File: config.mk
export PLATFORM = sky130hd
export DESIGN_NAME = fetch_stage
export DESIGN_NICKNAME = d
export VERILOG_FILES = /design/src/rtl/fetch_stage.sv
export SDC_FILE = /design/constraint.sdc
export NUM_CORES = 1
export LEC_CHECK = 0
export CAP_MARGIN = 20
export CORE_UTILIZATION = 33
export DETAILED_ROUTE_END_ITERATION = 10
export HOLD_SLACK_MARGIN = 0.08
export SLEW_MARGIN = 25
export SYNTH_ARGS = -nofsm -noshare
export SYNTH_HDL_FRONTEND = slang
export SYNTH_SLANG_ARGS = --single-unit
File: constraint.sdc
create_clock -name clk -period 4.2 [get_ports clk]
set_input_delay 0.42 -clock clk [delete_from_list [all_inputs] [get_ports clk]]
set_output_delay 0.42 -clock clk [all_outputs]
set_load 0.01 [all_outputs]
File: src/rtl/fetch_stage.sv
// Instruction fetch: owns the PC, drives ROM address, fills the IF/ID register.
// Latency: ROM word at PC=A appears on Instruction one edge later; 1 instr/cycle.
// Backpressure: Stall freezes PC/IF/ID/count; a taken branch overrides Stall and halt.
module fetch_stage #(
  parameter logic [15:0] RESET_PC  = 16'h0000,
  parameter logic [15:0] NOP_WORD  = 16'h0000,
  parameter logic [15:0] HALT_WORD = 16'hFFFF
) (
  input  logic        clk,
  input  logic        Reset,
  input  logic        Stall,
  input  logic        BranchTK,
  input  logic [15:0] Broffset,
  input  logic [15:0] ImData,
  output logic [15:0] ImAddr,
  output logic [15:0] Instruction,
  output logic [15:0] PCD,
  output logic        Valid,
  output logic        Flush,
  output logic        Halted,
  output logic [15:0] FetchCount
);

  // Fetch FSM: FETCH runs normally, HALT parks the PC on the halt word.
  localparam logic [0:0] ST_FETCH = 1'b0;
  localparam logic [0:0] ST_HALT  = 1'b1;

  logic [0:0]  state;
  logic [0:0]  state_nxt;
  logic [15:0] pc;
  logic [15:0] pc_nxt;
  logic        fetch_go;
  logic        is_halt_word;

  logic [15:0] instr_q;
  logic [15:0] pcd_q;
  logic        valid_q;
  logic [15:0] count_q;

  // A normal fetch happens only when nothing of higher priority claims the edge.
  always_comb begin
    fetch_go     = !BranchTK && !Stall && (state == ST_FETCH);
    is_halt_word = (ImData == HALT_WORD);
  end

  // Next FSM state: a branch always clears halt (also cancels a wrong-path halt).
  always_comb begin
    state_nxt = state;
    if (BranchTK) begin
      state_nxt = ST_FETCH;
    end else if (fetch_go && is_halt_word) begin
      state_nxt = ST_HALT;
    end
  end

  // Next PC: redirect on branch, otherwise increment on every non-halt fetch.
  always_comb begin
    pc_nxt = pc;
    if (BranchTK) begin
      pc_nxt = Broffset;
    end else if (fetch_go && !is_halt_word) begin
      pc_nxt = pc + 16'd1;
    end
  end

  // PC and FSM state registers.
  always_ff @(posedge clk) begin
    if (Reset) begin
      pc    <= RESET_PC;
      state <= ST_FETCH;
    end else begin
      pc    <= pc_nxt;
      state <= state_nxt;
    end
  end

  // IF/ID pipeline register: bubble on branch or halt, hold on stall.
  always_ff @(posedge clk) begin
    if (Reset) begin
      instr_q <= NOP_WORD;
      pcd_q   <= 16'h0000;
      valid_q <= 1'b0;
    end else if (BranchTK) begin
      instr_q <= NOP_WORD;
      pcd_q   <= 16'h0000;
      valid_q <= 1'b0;
    end else if (Stall) begin
      instr_q <= instr_q;
      pcd_q   <= pcd_q;
      valid_q <= valid_q;
    end else if (state == ST_HALT) begin
      instr_q <= NOP_WORD;
      pcd_q   <= 16'h0000;
      valid_q <= 1'b0;
    end else begin
      instr_q <= ImData;
      pcd_q   <= pc;
      valid_q <= 1'b1;
    end
  end

  // Count every word accepted into IF/ID, including the halt word itself.
  always_ff @(posedge clk) begin
    if (Reset) begin
      count_q <= 16'h0000;
    end else if (fetch_go) begin
      count_q <= count_q + 16'd1;
    end
  end

  // Outputs: address and flush are combinational, the rest come from registers.
  always_comb begin
    ImAddr      = pc;
    Flush       = BranchTK;
    Instruction = instr_q;
    PCD         = pcd_q;
    Valid       = valid_q;
    Halted      = (state == ST_HALT);
    FetchCount  = count_q;
  end

endmodule

Word-level counts from Yosys, hierarchy flattened
Cells that the tools add are included.

Memory bits (writable): 0. Memories kept: 0. Logic and storage cells: 24. Bits in read-only memories: 0. Bits in latches: 0. Input bits: 36. Register bits after elaboration: 66.

Magnitude comparators: 0. Div/mod/pow operators: 0. Multiply operators: 0. Bitwise gates (word level): 1. Shift-type cells: 0. Add/sub/neg operators: 2. Reductions and logical operators: 9. Muxes and demuxes: 5. Equality and inequality tests: 1.

Operators by type and width (count): 16-bit two-way mux (4); 16-bit by 1-bit adder with 16-bit output (second input constant) (2); 16-bit == test (second input constant) (1); 1-bit logical AND (4); 1-bit logical NOT (3); 2-bit nonzero test (1); 2-bit OR reduction (1); 1-bit two-way mux (1); 1-bit NOT (1).

Longest topological paths before layout
Gate-level depths: netlist of the first run.

Depth in word-level cells: 6. Gate-level depth with buffers: 6. Mapped depth without buffers: 5.

Worst setup path before layout of the first run
No wires, ideal clock.

Path type: input -> register. Start: in Stall. End: reg count_q[13], in the netlist FetchCount[13]. Path slack: 2.390 ns. Library setup time: 0.070 ns. Arrival: 1.740 ns. Stages: 6. Path through: buf_6 nor4b_4 nand3_2 buf_6 or4_1 a21oi_1.

Cells in the longest elaborated chain, start to end: 3.

Ends and longest elaborated chain: start: declaration (line 11) `input logic Stall,`; 1-bit logical NOT (line 42) `fetch_go = !BranchTK && !Stall && (state == ST_FETCH);`; 1-bit logical AND (2 in a row) (line 42); end signal: assignment (line 107) `count_q <= count_q + 16'd1;`; end: declaration (line 38) `logic [15:0] count_q;`.

Every way passes these cells. A chain may end at the register's enable or synchronous reset.

Final worst setup path of the first run
Start: in Stall. End: reg pc[10], in the netlist ImAddr[10].

Cells in the longest elaborated chain, start to end: 5.

Ends and longest elaborated chain: 1-bit logical NOT (line 42); 1-bit logical AND (2 in a row) (line 42); 1-bit logical AND (line 61) `end else if (fetch_go && !is_halt_word) begin`; 2-bit nonzero test (no source line); end signal: assignment (line 72) `pc <= pc_nxt;`; end: declaration (line 30) `logic [15:0] pc;`.

Every way passes these cells.

==> summary.md, run 1 <==
Post-CTS repair changed the size of 0 cells. The repair_antennas step left the layout with diodes totalling 0. The number of distinct library cells after synthesis was 38; the detailed-route via count was 2714. The total count of max-transition violations in the final report was 0. The startpoint identified for the worst register-to-register timing path is ImAddr[0]. The count of fill cells added during filler insertion is 793. After technology mapping, the gate count stands at 310. The overflow left after global routing came out at 0. The total global routing track utilization is 18.10%. The number of global-route vias before repair is 2545, and the count of final hold-check violations is 0.

The first routing iteration left 111 violations. In this design, the largest share of critical-path delay is due to buffers and inverters. Setup repair after global routing left no endpoint under its margin.

Among all stages on the critical path, the largest delay is contributed by sky130_fd_sc_hd__clkdlybuf4s50_1. Element type at the critical path end: a flop. The analysis attributes to cell leakage a power of 1.404 nW. In this run the horizontal extent of the chip is 94.41 um.

Dividing the detail-routed wire length by the instance count gives 15.46 um. The die covers 8912 um2. CTS built an H-tree with a depth of 3. Summing all placed instances gives a cell area of 3889 um2. The post-synth net total was 348; the power per cell area was 358.9 nW/um2. The setup path with the least slack is of type in -> reg. The setup slack of the worst register-to-register path came out at 2.07 ns. The initial utilization of the core area, before any placement, comes to 34.12%.

The area added between synthesis and finish is 46.31%. The share of synthesized area in the top cell type comes to 46.89%. For the wire length of the first global-routing pass, the log shows 12.45 mm. In the routed layout, each cell is associated on average with a via count of 5.280.

The smallest clock period supported by the final layout is computed as 2.711 ns. In this run the worst path has a maximum fanout of 25. The die is 94.41 um tall. VDD sags by at most 0.1830 mV.

The largest incremental delay on the critical path works out to 0.87 ns. By area the synthesized netlist is led by sky130_fd_sc_hd__dfxtp_1 (47%), sky130_fd_sc_hd__a22oi_1 (8.5%), sky130_fd_sc_hd__nor2_1 (7.2%). Routability-driven placement finished with a final weighted congestion of 0.7511. Setup total negative slack on the finished layout was measured at 0 ns. At the end of the flow, the number of nets in the layout was 442.

The pin count of the biggest net entering global routing is 35, and the final core utilization is 49.92%. 103 I/O pins were placed. The critical path goes through clkdlybuf4s50_1 -> nor2_4 -> buf_4 -> o41a_1 -> a311oi_1 -> a311oi_1. Clock-pin slew was measured on the worst setup and hold paths at 0.07 ns. The portion of the post-synthesis area used by sequential elements was 46.89%. The worst setup path is launched from a primary input. The number of buffers and inverters on the critical path works out to 2. Max-cap violations in this run came to 0.

The final setup violation count is 0, and the count of input and output buffers is 102. After synthesis the netlist holds a flip-flop and latch count of 66. The core region is 8258 um2. For this run, the top clock speed supported by timing is 368.9 MHz.

After legalization and detailed placement, the total HPWL measured 5.671 mm. The critical path startpoint was Stall. For the required time at the worst-slack endpoint, the log shows 4.45 ns. Counting flops with a built-in enable in the synthesized netlist gives 0. The count of cell instances traversed by the critical path works out to 6.

The tightest min-delay check is of the reg -> reg type. In this run, CTS created clock tree buffers numbering 9. The flow ran to the end, and the final reports show no timing, DRC or antenna violations. For the number of warnings printed during yosys synthesis, the log shows 0.

The largest total area in the synthesized netlist belongs to sky130_fd_sc_hd__dfxtp_1. The largest clock skew in the final design is 0.007353 ns, and the normalized max-slew margin is 40.46%. The prevailing post-synth register cell is sky130_fd_sc_hd__dfxtp_1. The fraction of registers with async set/reset is 0%.

Of the available clock period, the critical path in the final layout requires 64.55%. The tools report the residual antenna-violating net count after detailed routing as 0. The number of cells on the worst reg-to-reg path is 5.

The most critical setup path has its endpoint at ImAddr[10]. Buffers inserted to repair hold after CTS numbered 0. TritonCTS built the clock tree. Cell with the most instances on the worst path: sky130_fd_sc_hd__a311oi_1.

The final routed wirelength across all metal layers was 7.947 mm; the final hold slack was 0.4817 ns. After detailed routing, the number of remaining DRC violations is 0. The slew at the pin with the worst max-slew slack came out at 0.8902 ns. In this run the clock root is driven by a sky130_fd_sc_hd__clkbuf_8. After synthesis, the mean cell area works out to 9.089 um2. The worst-case clock buffer depth is 2, and the ratio of cells with drive above 1 in the final layout is 5.868%. The number of antenna violations at the first check in global routing came out at 0. Buffers added to address setup during post-CTS repair amount to 0.

Summing all non-filler instances in the final layout gives an area of 4123 um2. The number of clock sinks is 66, and the latest clock arrival within the worst-skew pair is 0.33 ns. Data arrives at the worst endpoint at 2.96 ns. Before antenna repair, the detailed router went through 5 iterations.

In this run the critical register-to-register path is captured at ImAddr[14]. The initialized floorplan defines 33 standard-cell rows. The synthesized netlist occupies a cell area of 2818 um2.
-- state kept, by name (all words and copies together) (netlist names) --
name and count:
FetchCount 16, Halted 1, ImAddr 16, Instruction 16
PCD 16, Valid 1
-- how the worst min path moves through the flow --
stage / depth (start not counted) / slack (ns) / start / to
floorplan: 2 / 0.49 / Valid / Valid
global placement: 2 / 0.46 / FetchCount[15] / FetchCount[15]
detailed placement: 2 / 0.47 / FetchCount[15] / FetchCount[15]
CTS: 2 / 0.48 / FetchCount[15] / FetchCount[15]
global route: 2 / 0.50 / FetchCount[15] / FetchCount[15]
finish: 2 / 0.48 / FetchCount[15] / FetchCount[15]
-- cell families after synthesis --
family                   after synthesis  synth area share [%]
flip-flops                            66                 46.89
multiplexers                           1                0.3553
adder cells (fa/ha/maj)                2                0.8880
buffers and inverters                 26                 4.218
AND/OR/NAND/NOR                      122                 22.38
AO/OA/AOI/OAI                         84                 22.47
XOR/XNOR                               9                 2.798
-- layout by cell type, fill, tap and decap left out, types with 5 or more instances in the layout --
master	Yosys	final
sky130_fd_sc_hd__a21oi_1	9	9
sky130_fd_sc_hd__a22oi_1	32	32
sky130_fd_sc_hd__a311oi_1	16	16
sky130_fd_sc_hd__and3_1	5	5
sky130_fd_sc_hd__clkbuf_8	0	9
sky130_fd_sc_hd__clkdlybuf4s50_1	0	102
sky130_fd_sc_hd__dfxtp_1	66	66
sky130_fd_sc_hd__nand2_1	10	10
sky130_fd_sc_hd__nand3_1	12	12
sky130_fd_sc_hd__nand4_1	9	9
sky130_fd_sc_hd__nor2_1	54	54
sky130_fd_sc_hd__o21ai_0	8	8
sky130_fd_sc_hd__o21bai_1	5	5
sky130_fd_sc_hd__o31ai_1	7	7
sky130_fd_sc_hd__or3_1	9	9
sky130_fd_sc_hd__or4_1	7	7
sky130_fd_sc_hd__xor2_1	7	7
-- layout make-up --
cell class / count / area [um2] / area share, %
inverters: 4 / 15.01 / 0.3642
repair buffers: 105 / 1044 / 25.31
flip-flops and latches: 66 / 1321 / 32.05
well taps: 105 / 131.4 / 3.187
multi-input cells: 218 / 1378 / 33.41
clock buffers: 11 / 131.4 / 3.187
clock inverters: 5 / 102.6 / 2.489
-- where the power goes --
part | internal, mW | switching (mW) | total, mW
Clock | 0.394 | 0.244 | 0.639
Combinational | 0.0920 | 0.0768 | 0.169
Sequential | 0.647 | 0.0256 | 0.672
Total | 1.13 | 0.347 | 1.48
-- tightest hold or removal path: stages, from the launching register on --
cell and delay [ns]:
sky130_fd_sc_hd__dfxtp_1 0.32, sky130_fd_sc_hd__o31ai_1 0.06, sky130_fd_sc_hd__a21oi_1 0.06
-- cells in the mapped netlist (8+ instances only) --
library cell / count
sky130_fd_sc_hd__dfxtp_1: 66
sky130_fd_sc_hd__nor2_1: 54
sky130_fd_sc_hd__a22oi_1: 32
sky130_fd_sc_hd__clkbuf_1: 17
sky130_fd_sc_hd__a311oi_1: 16
sky130_fd_sc_hd__nand3_1: 12
sky130_fd_sc_hd__nand2_1: 10
sky130_fd_sc_hd__a21oi_1: 9
sky130_fd_sc_hd__nand4_1: 9
sky130_fd_sc_hd__or3_1: 9
sky130_fd_sc_hd__o21ai_0: 8
-- layer usage --
metal,global-route usage [%],vias up,part of all wire [%]
li1,-,1351,-
met1,23.34,1283,46
met2,28.86,78,49
met3,4.831,2,5.4
met4,6.667,0,0.38
met5,0,-,0
-- through the flow --
stage	power [mW]	setup slack (ns)	std cells
CTS	1.493	1.533	514
finish	1.480	1.489	514
global placement	0.8536	1.272	498
global route	1.538	1.292	514
floorplan	0.7587	2.390	310
detailed placement	0.8557	1.183	498
No activity file was read; power rests on OpenSTA's default activity.
==> inputs of run 2 (changes only) <==
clock period = 2.6 ns   (was 4.2 ns; I/O delays follow)
==> run 2 against run 1 <==
  * Largest cell class unchanged
  * Combinational power is 67% higher
  * Via count is 2.3% higher
  * Clock skew is 0.0014 ns higher
  * Critical path depth is 2 lower
  * Clock-buffer cell count is 2 higher
  * Total power is 52% higher
  * Sequential cell count stayed put
==> summary.md, run 2 (synthesis gave the netlist of run 1 again) <==
The tools report the worst setup margin as 0.6978 ns (-0.7912 ns). met2 is the most crowded layer. The tools report the total negative slack as 0 ns (unchanged).

For the total global routing track utilization, the log shows 18.56% (+0.46 points). The sequential power share came out at 48.1% (+2.7 points). The logs give 54.15% (+14 points) for the normalized max-slew margin and 66 (unchanged) for the number of clock sinks.

The detailed-route vias per instance was 5.310 (+0.56%). Setup slack of the worst register-to-register path: 0.70 ns (-1.37 ns). Final layout net count: 452 (+2.3%). STA classifies the critical path startpoint as a flop. Slew at the pin with the worst max-slew slack: 0.6878 ns (-0.2025 ns). The element type at the critical path end is a flop. The run gives 2777 (+2.3%) as the detailed-route via count.

After layout, the worst path uses 73.16% of the clock period. The first-pass detailed-route iteration total came out at 4 (-1). The run gives 0 (unchanged) as the total count of max-transition violations in the final report. The kind of path behind the tightest hold check was reg -> reg. The total CTS buffers came out at 9 (unchanged). The leading cell type in the layout, fill and taps excluded is sky130_fd_sc_hd__clkdlybuf4s50_1. Largest clock skew in the final design: 0.008766 ns (+0.001414 ns). The flow ran to the end, and the final reports show no timing, DRC or antenna violations. The count of input and output buffers was 102 (unchanged).

Subtracting the final worst setup slack from the clock period gives 1.902 ns. The total die area came out at 8912 um2 (unchanged). Residual antenna-violating net count after detailed routing: 0 (unchanged). Leakage power summed over all cells: 1.446 nW (+3.0%). The count of final hold-check violations was 0 (unchanged); the peak supply drop was 0.2982 mV (+63%).

The pin count of the biggest net entering global routing was 35 (unchanged); the die extent in x was 94.41 um (unchanged). The overflow left after global routing was 0 (unchanged); the maximum fanout along the worst path was 7 (-72%). Floorplan row count: 33 (unchanged).

The initial standard-cell utilization of the core was 34.12% (unchanged); the die boundary height was 94.41 um (unchanged). The standard cell core area is 8258 um2 (unchanged), and the clock network fraction of design power is 39.3% (-3.9 points). The category of the most critical setup path is reg -> reg.

The top cell types in the final layout, fill and taps aside, are sky130_fd_sc_hd__clkdlybuf4s50_1 (102), sky130_fd_sc_hd__dfxtp_1 (66), sky130_fd_sc_hd__nor2_1 (54). The tools report the met3 demand-to-capacity share in global routing as 4.750% (-0.081 points). The clock tree root driver cell is sky130_fd_sc_hd__clkbuf_8. The total DRC errors in the routed layout is 0 (unchanged), and the antenna diode count is 0 (unchanged). Latest clock arrival within the worst-skew pair: 0.34 ns (about the same). The number of setup buffers added after CTS is 0 (unchanged), and the total power draw is 2.255 mW (+52%). TritonCTS built the clock tree. The power per cell area was 541.1 nW/um2 (+51%); the placer's final routability congestion estimate was 0.8558 (+14%). The count of fill cells added during filler insertion came out at 835 (+5.3%). The achievable clock frequency is 525.7 MHz, and the global routing met2 resource utilization is 29.47% (+0.60 points). The worst slack after detailed placement was 0.3719 ns (-0.8115 ns); the per-cell routed wire length was 15.05 um (-2.7%). For the arrival time at the worst endpoint, the log shows 2.15 ns (-0.81 ns). The switching share of power was 23.90% (+0.46 points).

Setup repair after global routing left no endpoint under its margin. The wire length of the first global-routing pass was 12.81 mm (+2.8%). The number of H-tree levels was 3 (unchanged); the switching power was 0.5390 mW (+55%). The final core utilization was 50.47% (+0.55 points); the required time at the worst-slack endpoint was 2.85 ns (-1.60 ns). The number of global-route vias before repair was 2645 (+3.9%); the DRC marker count from the first detailed-route iteration was 87 (-22%). Post-cts repair resize count: 0 (unchanged). The number of primary I/O pins was 103 (unchanged). The logs give 12.6% (+1.2 points) for the portion of total power attributed to combinational logic and 7.869 mm (-0.98%) for the final routed wirelength across all metal layers. The tools report the quantity of hold-fixing buffers added after cts as 0 (unchanged). The tools report the internal power summed over all cells as 1.716 mW (+51%). For the HPWL after detailed placement, the log shows 5.604 mm (-1.2%). The ratio of cells with drive above 1 in the final layout was 8.134% (+2.3 points); the number of antenna violations at the first check in global routing was 0 (unchanged). The number of maximum-capacitance violations was 0 (unchanged); the area added between synthesis and finish was 47.91%. The clock-pin slew on the worst setup and hold paths was 0.07 ns (about the same). The logs give 23.40% (+0.061 points) for the met1 routing resource usage after global routing and 0 (unchanged) for the final setup violation count.

The worst-case clock buffer depth came out at 2 (unchanged).
==> run 2: cell count changes in the layout (fill, tap and decap cells not counted) <==
cell	delta
sky130_fd_sc_hd__buf_4	+10
sky130_fd_sc_hd__clkbuf_8	+3
sky130_fd_sc_hd__bufinv_16	-2
sky130_fd_sc_hd__clkbuf_1	-1
sky130_fd_sc_hd__clkinvlp_4	-1
==> run 2: power by group through the flow <==
| stage | combinational, mW | clock (mW) | sequential (mW) |
|---|---|---|---|
| final | 0.283 | 0.887 | 1.09 |
| after global routing | 0.308 | 0.965 | 1.09 |
| after CTS | 0.286 | 0.913 | 1.08 |
| after detailed placement | 0.284 | 0 | 1.11 |
| after global placement | 0.282 | 0 | 1.11 |
| after floorplan | 0.112 | 0 | 1.11 |
==> run 2: path summary, 6_finish.rpt <==
kind | start | endpoint | depth (start not counted)
max reg2reg | ImAddr[0] | ImAddr[11] | 4
min | Valid | Valid | 2
min reg2reg | Valid | Valid | 2
max | ImAddr[0] | ImAddr[11] | 4
==> run 2: layout make-up <==
cell class / count / area [um2] / share of cell area, %
Timing Repair Buffer: 115 / 1119 / 26.84
Inverter: 4 / 15.01 / 0.3603
Sequential cell: 66 / 1321 / 31.70
Clock inverter: 2 / 35.03 / 0.8406
Clock buffer: 13 / 168.9 / 4.053
Multi-Input combinational cell: 218 / 1378 / 33.05
Tap cell: 105 / 131.4 / 3.152
==> run 2: worst max-delay path, stage by stage, from the launching register on <==
cell	delay [ns]
sky130_fd_sc_hd__dfxtp_1	0.50
sky130_fd_sc_hd__nand4_1	0.22
sky130_fd_sc_hd__or3_1	0.43
sky130_fd_sc_hd__or4_1	0.41
sky130_fd_sc_hd__a311oi_1	0.25
==> run 2: per-stage QoR <==
step                hold slack, ns  area (um2)  instances
global placement            0.4538        3964        508
floorplan                   0.4041        2818        310
global route                0.4992        4168        523
CTS                         0.4757        4168        523
finish                      0.4717        4168        523
detailed placement          0.4650        3964        508
==> run 2: per-layer routing <==
layer | routed length [um] | share of wire (%)
met5 | 0 | 0
met2 | 3658 | 46
met3 | 492 | 6.3
met1 | 3554 | 45
met4 | 165 | 2.1
